$ cat config.mk
export PLATFORM = sky130hd
export DESIGN_NAME = petra_tx_scheduler_flat
export DESIGN_NICKNAME = d
export VERILOG_FILES = /design/src/rtl/petra_tx_scheduler_pkg.sv /design/src/rtl/petra_tx_scheduler_if.sv /design/src/rtl/petra_tx_scheduler_rr_pick.sv /design/src/rtl/petra_tx_scheduler.sv /design/src/flat_wrapper.sv
export SDC_FILE = /design/constraint.sdc
export NUM_CORES = 1
export LEC_CHECK = 0
export CAP_MARGIN = 15
export CORE_ASPECT_RATIO = 0.9
export CORE_MARGIN = 1.5
export CORE_UTILIZATION = 25
export CTS_BUF_LIST = sky130_fd_sc_hd__clkbuf_8
export CTS_CLUSTER_DIAMETER = 30
export DETAILED_ROUTE_END_ITERATION = 7
export SLEW_MARGIN = 0
export SYNTH_ARGS = -nofsm -noshare
export SYNTH_HDL_FRONTEND = slang
export SYNTH_SLANG_ARGS = --single-unit
$ cat constraint.sdc
create_clock -name clock -period 1.9 [get_ports clock]
set_input_delay 0.57 -clock clock [delete_from_list [all_inputs] [get_ports clock]]
set_output_delay 0.57 -clock clock [all_outputs]
set_load 0.005 [all_outputs]
$ cat src/rtl/petra_tx_scheduler_pkg.sv
// petra_tx_scheduler_pkg: shared defaults, FSM state encoding and small helpers
// for the petra transmit scheduler.
package petra_tx_scheduler_pkg;

    // Default message width of the petra link.
    localparam int unsigned MESSAGE_SIZE = 8;

    // Scheduler defaults.
    localparam int unsigned PTS_NUM_REQ = 4;
    localparam int unsigned PTS_TIMEOUT = 1024;
    localparam int unsigned PTS_GAP     = 2;

    // Scheduler FSM states.
    typedef enum logic [1:0] {
        ST_IDLE = 2'd0,
        ST_SEND = 2'd1,
        ST_GAP  = 2'd2
    } pts_state_e;

    // Increment an index modulo n (works for non-power-of-2 n).
    function automatic int unsigned wrap_inc(input int unsigned idx, input int unsigned n);
        return (idx + 1 >= n) ? 0 : idx + 1;
    endfunction

endpackage

$ cat src/rtl/petra_tx_scheduler_if.sv
// petra_tx_scheduler_if: requester-side handshake plus the petra transmit
// signals of the scheduler.
//   req / req_data     : per-requester request level and packed payload bytes
//   grant / done / err : one-hot served requester and completion pulses
//   busy               : scheduler not idle
//   petra_send / petra_data / petra_irq_tx : petra transmitter connection
// slave modport is the scheduler view, master is the client/petra view.
interface petra_tx_scheduler_if
    import petra_tx_scheduler_pkg::*;
#(
    parameter int unsigned NUM_REQ = PTS_NUM_REQ,
    parameter int unsigned MSG_W   = MESSAGE_SIZE
);
    logic [NUM_REQ-1:0]       req;
    logic [NUM_REQ*MSG_W-1:0] req_data;
    logic [NUM_REQ-1:0]       grant;
    logic [NUM_REQ-1:0]       done;
    logic [NUM_REQ-1:0]       err;
    logic                     busy;
    logic                     petra_send;
    logic [MSG_W-1:0]         petra_data;
    logic                     petra_irq_tx;

    modport master (
        output req, req_data, petra_irq_tx,
        input  grant, done, err, busy, petra_send, petra_data
    );

    modport slave (
        input  req, req_data, petra_irq_tx,
        output grant, done, err, busy, petra_send, petra_data
    );
endinterface

$ cat src/rtl/petra_tx_scheduler_rr_pick.sv
// petra_rr_pick: combinational round-robin picker. Returns the first set req
// bit searching upward from ptr with wrap-around.
//   req    : request vector
//   ptr    : round-robin start index (< NUM_REQ)
//   valid  : any request present
//   winner : index of the selected requester
module petra_rr_pick #(
    parameter int unsigned NUM_REQ = 4
) (
    input  logic [NUM_REQ-1:0]         req,
    input  logic [$clog2(NUM_REQ)-1:0] ptr,
    output logic                       valid,
    output logic [$clog2(NUM_REQ)-1:0] winner
);
    localparam int unsigned IDX_W = $clog2(NUM_REQ);

    always_comb begin
        int unsigned cand;
        valid  = 1'b0;
        winner = '0;
        cand   = 0;
        for (int unsigned off = 0; off < NUM_REQ; off++) begin
            cand = 32'(ptr) + off;
            if (cand >= NUM_REQ) begin
                cand = cand - NUM_REQ;
            end
            if (!valid && req[IDX_W'(cand)]) begin
                valid  = 1'b1;
                winner = IDX_W'(cand);
            end
        end
    end
endmodule

$ cat src/rtl/petra_tx_scheduler.sv
// petra_tx_scheduler: shares one petra transmitter between NUM_REQ requesters.
// Round-robin grant, latched payload byte, send held until irq_tx or timeout,
// one-hot done/err pulse, then an idle gap before the next grant.
//   clock, reset : clock and synchronous active-high reset
//   bus          : slave modport of petra_tx_scheduler_if
module petra_tx_scheduler
    import petra_tx_scheduler_pkg::*;
#(
    parameter int unsigned NUM_REQ = PTS_NUM_REQ,
    parameter int unsigned MSG_W   = MESSAGE_SIZE,
    parameter int unsigned TIMEOUT = PTS_TIMEOUT,
    parameter int unsigned GAP     = PTS_GAP
) (
    input logic                 clock,
    input logic                 reset,
    petra_tx_scheduler_if.slave bus
);
    localparam int unsigned IDX_W  = $clog2(NUM_REQ);
    localparam int unsigned TCNT_W = $clog2(TIMEOUT);
    localparam int unsigned GCNT_W = $clog2(GAP + 1);

    pts_state_e          state_q, state_d;
    logic [NUM_REQ-1:0]  grant_q, grant_d;
    logic [NUM_REQ-1:0]  done_q, done_d;
    logic [NUM_REQ-1:0]  err_q, err_d;
    logic                busy_q, busy_d;
    logic                send_q, send_d;
    logic [MSG_W-1:0]    data_q, data_d;
    logic [IDX_W-1:0]    win_q, win_d;
    logic [IDX_W-1:0]    rr_q, rr_d;
    logic [TCNT_W-1:0]   tcnt_q, tcnt_d;
    logic [GCNT_W-1:0]   gcnt_q, gcnt_d;

    logic                pick_valid;
    logic [IDX_W-1:0]    pick_idx;

    petra_rr_pick #(.NUM_REQ(NUM_REQ)) u_pick (
        .req    (bus.req),
        .ptr    (rr_q),
        .valid  (pick_valid),
        .winner (pick_idx)
    );

    // State and registered outputs.
    always_ff @(posedge clock) begin
        if (reset) begin
            state_q <= ST_IDLE;
            grant_q <= '0;
            done_q  <= '0;
            err_q   <= '0;
            busy_q  <= 1'b0;
            send_q  <= 1'b0;
            data_q  <= '0;
            win_q   <= '0;
            rr_q    <= '0;
            tcnt_q  <= '0;
            gcnt_q  <= '0;
        end else begin
            state_q <= state_d;
            grant_q <= grant_d;
            done_q  <= done_d;
            err_q   <= err_d;
            busy_q  <= busy_d;
            send_q  <= send_d;
            data_q  <= data_d;
            win_q   <= win_d;
            rr_q    <= rr_d;
            tcnt_q  <= tcnt_d;
            gcnt_q  <= gcnt_d;
        end
    end

    // Next state and next output values.
    always_comb begin
        state_d = state_q;
        grant_d = grant_q;
        done_d  = '0;
        err_d   = '0;
        send_d  = send_q;
        data_d  = data_q;
        win_d   = win_q;
        rr_d    = rr_q;
        tcnt_d  = tcnt_q;
        gcnt_d  = gcnt_q;

        unique case (state_q)
            ST_IDLE: begin
                if (pick_valid) begin
                    state_d = ST_SEND;
                    grant_d = NUM_REQ'(1) << pick_idx;
                    data_d  = bus.req_data[int'(pick_idx) * MSG_W +: MSG_W];
                    send_d  = 1'b1;
                    win_d   = pick_idx;
                    tcnt_d  = '0;
                end
            end
            ST_SEND: begin
                // irq_tx takes priority over a coinciding timeout.
                if (bus.petra_irq_tx || (tcnt_q == TCNT_W'(TIMEOUT - 1))) begin
                    state_d = ST_GAP;
                    done_d  = bus.petra_irq_tx ? grant_q : '0;
                    err_d   = bus.petra_irq_tx ? '0 : grant_q;
                    send_d  = 1'b0;
                    grant_d = '0;
                    rr_d    = IDX_W'(wrap_inc(32'(win_q), NUM_REQ));
                    gcnt_d  = '0;
                end else begin
                    tcnt_d = tcnt_q + TCNT_W'(1);
                end
            end
            ST_GAP: begin
                if (gcnt_q == GCNT_W'(GAP - 1)) begin
                    state_d = ST_IDLE;
                end else begin
                    gcnt_d = gcnt_q + GCNT_W'(1);
                end
            end
            default: begin
                state_d = ST_IDLE;
            end
        endcase

        busy_d = (state_d != ST_IDLE);
    end

    assign bus.grant      = grant_q;
    assign bus.done       = done_q;
    assign bus.err        = err_q;
    assign bus.busy       = busy_q;
    assign bus.petra_send = send_q;
    assign bus.petra_data = data_q;
endmodule

$ cat src/flat_wrapper.sv
// flat-port wrapper written by rule: the top's interface ports become plain ports
module petra_tx_scheduler_flat import petra_tx_scheduler_pkg::*;
#(
    parameter int unsigned NUM_REQ = PTS_NUM_REQ,
    parameter int unsigned MSG_W   = MESSAGE_SIZE,
    parameter int unsigned TIMEOUT = PTS_TIMEOUT,
    parameter int unsigned GAP     = PTS_GAP
)
  (clock, reset, bus_req, bus_req_data, bus_petra_irq_tx, bus_grant, bus_done, bus_err, bus_busy, bus_petra_send, bus_petra_data);
  petra_tx_scheduler_if #(.NUM_REQ(NUM_REQ), .MSG_W(MSG_W)) bus_i ();
  input logic clock;
  input logic reset;
  input wire logic [$bits(bus_i.req)-1:0] bus_req;
  input wire logic [$bits(bus_i.req_data)-1:0] bus_req_data;
  input wire logic [$bits(bus_i.petra_irq_tx)-1:0] bus_petra_irq_tx;
  output wire logic [$bits(bus_i.grant)-1:0] bus_grant;
  output wire logic [$bits(bus_i.done)-1:0] bus_done;
  output wire logic [$bits(bus_i.err)-1:0] bus_err;
  output wire logic [$bits(bus_i.busy)-1:0] bus_busy;
  output wire logic [$bits(bus_i.petra_send)-1:0] bus_petra_send;
  output wire logic [$bits(bus_i.petra_data)-1:0] bus_petra_data;
  assign bus_i.req = bus_req;
  assign bus_i.req_data = bus_req_data;
  assign bus_i.petra_irq_tx = bus_petra_irq_tx;
  assign bus_grant = bus_i.grant;
  assign bus_done = bus_i.done;
  assign bus_err = bus_i.err;
  assign bus_busy = bus_i.busy;
  assign bus_petra_send = bus_i.petra_send;
  assign bus_petra_data = bus_i.petra_data;
  petra_tx_scheduler #(.NUM_REQ(NUM_REQ), .MSG_W(MSG_W), .TIMEOUT(TIMEOUT), .GAP(GAP)) u_core (.clock(clock), .reset(reset), .bus(bus_i));
endmodule
==> results_dict.tcl, run 1 <==
set metrics [dict create \
    yosys-top-cells-area "dfxtp_1 43%, mux2i_1 10%, o221ai_1 3.8%" \
    max_freq_mhz 554 \
    period_needed_ns 1.80 \
    yosysUniqueCellTypes 41 \
    netlist_area_sq_um 1850 \
    rows 29 \
    p_int_w 0.00156 \
    synth-xor-area-share 0.0380 \
    outcome "completed" \
    syn_inst 188 \
    power_leakage_nw 1.07 \
    grt_max_degree 15 \
    synth_top_area_frac 0.434 \
    clk_latency_ns 0.29 \
    grt_first_pass_wirelength_um 7220 \
    fp.coreArea_sq_um 7110 \
    wl_um 4470 \
    nFillCells 727 \
    required_ns 2.14 \
    n_antenna_cell 0 \
    drive_gt1_frac 0.188 \
    swShare 0.259 \
    synth_nets 230 \
    gr-usage-all-layers 0.115 \
    synth-seq-cells 40 \
    hold_buffers 0 \
    die_area_sq_um 7910 \
    setup_ws_ns 0.0952 \
    powerDensity_nw_per_um2 736 \
    grt_setup_unrepaired "true" \
    post-route-period-util 0.950 \
    synth_adder_area_share 0.0203 \
    grt_overflow 0 \
    holdWs_ns 0.472 \
    path_clk_slew_ns 0.08 \
    pre_cts_ws_ns -0.488 \
    setup_violations 0 \
    worst_setup_path_end_kind "flip-flop" \
    p_clk_frac 0.341 \
    switchingPower_w 0.000545 \
    cts_sinks 40 \
    drtPass1Iterations 4 \
    drt_iter0_drc 47 \
    layout_commonest_cell "clkdlybuf4s50_1" \
    peakVddDrop_v 0.000303 \
    dpl.hpwl_um 3480 \
    cp-start-kind "flip-flop" \
    synth_top_area_cell "dfxtp_1" \
    maxSlewViolCount 0 \
    die_height_um 84.5 \
    arrival_ns 2.04 \
    grt_pass1_vias 1588 \
    worst_hold_path_type "reg2reg" \
    fin_setup_tns_ns 0 \
    ys_warn_count 0 \
    synth_top_family_by_area "simple AND/OR/NAND/NOR gates" \
    multi_input_area_sq_um 1010 \
    area_growth_pct 55.1 \
    synthFlopType "dfxtp_1" \
    wl_per_cell_um 12.3 \
    fp.dieW_um 93.6 \
    synthSimpleGateAreaFrac 0.191 \
    maxCapViolations 0 \
    synthArstFlopShare 0 \
    p_comb_frac 0.219 \
    cts_tree "built" \
    postRouteAntennaNets 0 \
    seq_area_frac_synth 0.434 \
    start_util 0.260 \
    synth-edff-count 0 \
    cp_max_fo 6 \
    antenna_found_initial 0 \
    synth_area_per_cell_sq_um 9.82 \
    tightest_slew_ns 0.414 \
    place_congestion 0.745 \
    synth.mux.area_fraction 0.111 \
    cts_buffer_depth 2 \
    nNetsFinal 312 \
    crit_type "reg2reg" \
    synth_compound_area_frac 0.165 \
    slew_headroom 0.724 \
    vias 1630 \
    cts_made_buffers 5 \
    hold_violations 0 \
    htreeDepth 2 \
    regArea_sq_um 801 \
    power_frac_seq 0.439 \
    post_drt_via_cell_ratio 4.48 \
    io_buffer_count 60 \
    ios 61 \
    mostFrequentLayoutCells "55 x clkdlybuf4s50_1, 40 x dfxtp_1, 23 x buf_4" \
    finalClockSkew_ns 0.00645 \
    root_buffer "clkbuf_8" \
    route.detailed.drc 0 \
]
## area by class of cell
type,instances,area share
multi-input cells,134,0.352
repair buffers,85,0.282
flip-flops and latches,40,0.280
well taps,93,0.0407
clock buffers,5,0.0240
clock inverters,3,0.0162
inverters,4,0.00525
## flip-flops by register name, indices dropped and copies added (netlist names)
signal,count
u_core.bus.busy,1
u_core.bus.done,4
u_core.bus.err,4
u_core.bus.grant,4
u_core.bus.petra_data,8
u_core.bus.petra_send,1
u_core.gcnt_q,2
u_core.rr_q,2
u_core.state_q,2
u_core.tcnt_q,10
u_core.win_q,2
## power groups by stage
stage | Clock, W | Sequential (W) | Combinational (W)
after floorplan | 0 | 0.000941 | 0.000198
after global placement | 0 | 0.000943 | 0.000443
after detailed placement | 0 | 0.000944 | 0.000446
after CTS | 0.000740 | 0.000925 | 0.000453
after global routing | 0.000776 | 0.000933 | 0.000501
final | 0.000719 | 0.000925 | 0.000462
## Yosys cell counts (2+ instances only)
| cell type | instances |
|---|---|
| nand2b_1 | 4 |
| and2_1 | 9 |
| nand2_1 | 13 |
| buf_2 | 3 |
| o221ai_1 | 8 |
| inv_1 | 4 |
| a211oi_1 | 3 |
| o21ai_0 | 3 |
| dfxtp_1 | 40 |
| nand3_1 | 10 |
| nor2b_1 | 2 |
| clkbuf_1 | 4 |
| mux2i_1 | 19 |
| ha_1 | 3 |
| nor2_1 | 16 |
| o2bb2ai_1 | 2 |
| a21oi_1 | 12 |
| a31oi_1 | 2 |
| xnor2_1 | 8 |
| buf_6 | 2 |
## cells by family (layout without fill, tap and decap cells)
group	count (synthesis)	after routing
xor+xnor	8	8
flops	40	40
simple gates	65	65
compound gates	38	38
mux	20	20
fa+ha+maj	3	3
buf+inv	14	97
## timing repair
| item | CTS | global route |
|---|---|---|
| resized for setup | 8 | 7 |
| hold endpoints to repair | 0 | 0 |
| setup endpoints to repair | 12 | 21 |
| setup buffers | 0 | 1 |
| pin swaps | 0 | 2 |
## metal layers
metal / vias to the layer above / GRT usage / part of all wire
met5: - / 0 / 0
met4: 0 / 0.0488 / 0.016
met3: 7 / 0.0290 / 0.028
li1: 833 / - / -
met2: 26 / 0.193 / 0.51
met1: 764 / 0.138 / 0.45
## through the flow
| stage | power (W) | util | cell area, sq um | instances |
|---|---|---|---|---|
| floorplan | 0.00114 | - | 1850 | 188 |
| global placement | 0.00139 | 0.379 | 2700 | 355 |
| detailed placement | 0.00139 | 0.379 | 2700 | 355 |
| CTS | 0.00212 | 0.397 | 2820 | 363 |
| global route | 0.00221 | 0.402 | 2860 | 364 |
| finish | 0.00211 | 0.402 | 2860 | 364 |
## critical path, cell delays in order, from the launching register on
cell	delay, ns
dfxtp_1	0.40
ha_1	0.20
nand3_1	0.16
o31ai_4	0.40
buf_4	0.21
nand2_2	0.06
mux2_4	0.25
nor2_2	0.07
## final timing paths
kind | startpoint | endpoint | slack (ns) | depth (start not counted)
setup / recovery | u_core.tcnt_q[0] | u_core.tcnt_q[0] | 0.1 | 7
setup reg to reg | u_core.tcnt_q[0] | u_core.tcnt_q[0] | 0.1 | 7
hold reg to reg | u_core.bus.petra_send | u_core.bus.petra_send | 0.47 | 2
hold / removal | u_core.bus.petra_send | u_core.bus.petra_send | 0.47 | 2
No activity file was read; power rests on OpenSTA's default activity.
==> inputs of run 2 (changes only) <==
--- a/config.mk
+++ b/config.mk
@@ -6,7 +6,6 @@
 export NUM_CORES = 1
 export LEC_CHECK = 0
 export CAP_MARGIN = 15
-export CORE_ASPECT_RATIO = 0.9
 export CORE_MARGIN = 1.5
 export CORE_UTILIZATION = 25
 export CTS_BUF_LIST = sky130_fd_sc_hd__clkbuf_8
==> results_dict.tcl, run 2 (synthesized netlist as in run 1, its figures left out) <==
set metrics [dict create \
    grt_pass1_vias 1504 \
    fin_util 0.405 \
    tightest_slew_ns 0.398 \
    path_cells "clkdlybuf4s50_1, nor3b_2, o31ai_4, a2111oi_4, xnor2_1, nor2_1" \
    n_antenna_cell 0 \
    htreeDepth 2 \
    mostFrequentLayoutCells "56 x clkdlybuf4s50_1, 40 x dfxtp_1, 23 x buf_4" \
    root_buffer "clkbuf_8" \
    rows 31 \
    maxCapViolations 0 \
    p_comb_frac 0.229 \
    path_clk_slew_ns 0.09 \
    swShare 0.259 \
    max_freq_mhz 541 \
    start_util 0.256 \
    vias 1658 \
    power.total_w 0.00214 \
    slew_headroom 0.735 \
    worst_hold_path_type "reg2reg" \
    regMostFlops "u_core.tcnt_q" \
    drt_iter0_drc 104 \
    crit_type "in2reg" \
    cts_sinks 40 \
    grt_overflow 0 \
    p_int_w 0.00158 \
    die_height_um 88.9 \
    placed_cell_area_sq_um 2740 \
    postRouteAntennaNets 0 \
    finalClockSkew_ns 0.00957 \
    peakVddDrop_v 0.000371 \
    ios 61 \
    cts_buffer_depth 2 \
    dpl.hpwl_um 3390 \
    io_buffer_count 60 \
    required_ns 2.08 \
    post-route-period-util 0.973 \
    post_drt_via_cell_ratio 4.43 \
    fp.dieW_um 88.9 \
    area_growth_pct 58.4 \
    cp_max_fo 6 \
    switchingPower_w 0.000554 \
    drtPass1Iterations 4 \
    cts_tree "built" \
    fin_area_sq_um 2920 \
    nNetsFinal 316 \
    layout_commonest_cell "clkdlybuf4s50_1" \
    setup_violations 0 \
    clk_latency_ns 0.30 \
    cp_slowest_cell "clkdlybuf4s50_1" \
    fin_cells 374 \
    p_clk_frac 0.339 \
    die_area_sq_um 7910 \
    route.detailed.drc 0 \
    grt_first_pass_wirelength_um 7000 \
    arrival_ns 2.03 \
    gr-usage-all-layers 0.116 \
    power_leakage_nw 1.09 \
    worst_setup_path_end_kind "flip-flop" \
    wl_um 4570 \
    maxSlewViolCount 0 \
    dp.cells 363 \
    wl_per_cell_um 12.2 \
    fp.coreArea_sq_um 7210 \
    outcome "completed" \
    critPathMaxStageDelay_ns 0.45 \
    drive_gt1_frac 0.196 \
    period_needed_ns 1.85 \
    cp-start-kind "input pin" \
    largest_reg_flops 10 \
    power_frac_seq 0.433 \
    place_congestion 0.752 \
    grt_max_degree 15 \
    antenna_found_initial 0 \
    cts_made_buffers 5 \
    hold_violations 0 \
    powerDensity_nw_per_um2 731 \
]
[run 2: area by class of cell]
cell class	instances	area, sq um
multi-input cells	134	1000
repair buffers	89	866
clock inverters	3	46.3
well taps	99	124
inverters	4	15.0
clock buffers	5	68.8
fillers	710	4290
flip-flops and latches	40	801
[run 2: path summary, 6_finish.rpt]
kind	start	end	slack [ns]	cells past startpoint
min	u_core.bus.petra_data[4]	u_core.bus.petra_data[4]	0.47	2
min reg2reg	u_core.bus.petra_data[4]	u_core.bus.petra_data[4]	0.47	2
max	bus_petra_irq_tx	u_core.tcnt_q[9]	0.05	6
max reg2reg	u_core.tcnt_q[0]	u_core.tcnt_q[0]	0.13	7
[run 2: per-stage QoR]
step | TNS (ns) | setup slack [ns] | hold WS (ns)
2_1_floorplan | 0 | 0.189 | 0.445
3_3_place_gp | -8.61 | -0.455 | 0.446
3_5_place_dp | -9.13 | -0.432 | 0.450
4_1_cts | 0 | 0.0253 | 0.471
5_1_grt | -0.0303 | -0.0303 | 0.489
6_report | 0 | 0.0511 | 0.467
[run 2: worst max-delay path, delay by kind of cell]
family,cells,cell delay (ns)
buffers and inverters,1,0.45
AOI/OAI and AO/OA,2,0.55
and+or+nand+nor,2,0.28
xor gates and xnor gates,1,0.16
[run 2: routing by layer]
layer | wire length (um) | share of wire | track usage | vias up
met5 | 0 | 0 | 0 | -
met2 | 2370 | 0.52 | 0.192 | 33
met3 | 160 | 0.035 | 0.0314 | 2
li1 | - | - | - | 846
met1 | 2000 | 0.44 | 0.144 | 777
met4 | 42 | 0.0092 | 0.0426 | 0
[run 2: repair_timing]
item / in CTS / in global routing
cloned: 1 / 0
setup buffers: 2 / 0
resized for setup: 10 / 4
pin swaps: 1 / 0
endpoints found under the hold margin: 0 / 0
endpoints found under the setup margin: 19 / 11
hold buffers: 0 / 0
[run 2: power groups by stage]
stage | Combinational, W | Clock [W] | Sequential [W]
after floorplan | 0.000198 | 0 | 0.000941
after CTS | 0.000488 | 0.000749 | 0.000924
after global placement | 0.000456 | 0 | 0.000943
final | 0.000489 | 0.000724 | 0.000924
after global routing | 0.000530 | 0.000783 | 0.000934
after detailed placement | 0.000459 | 0 | 0.000944
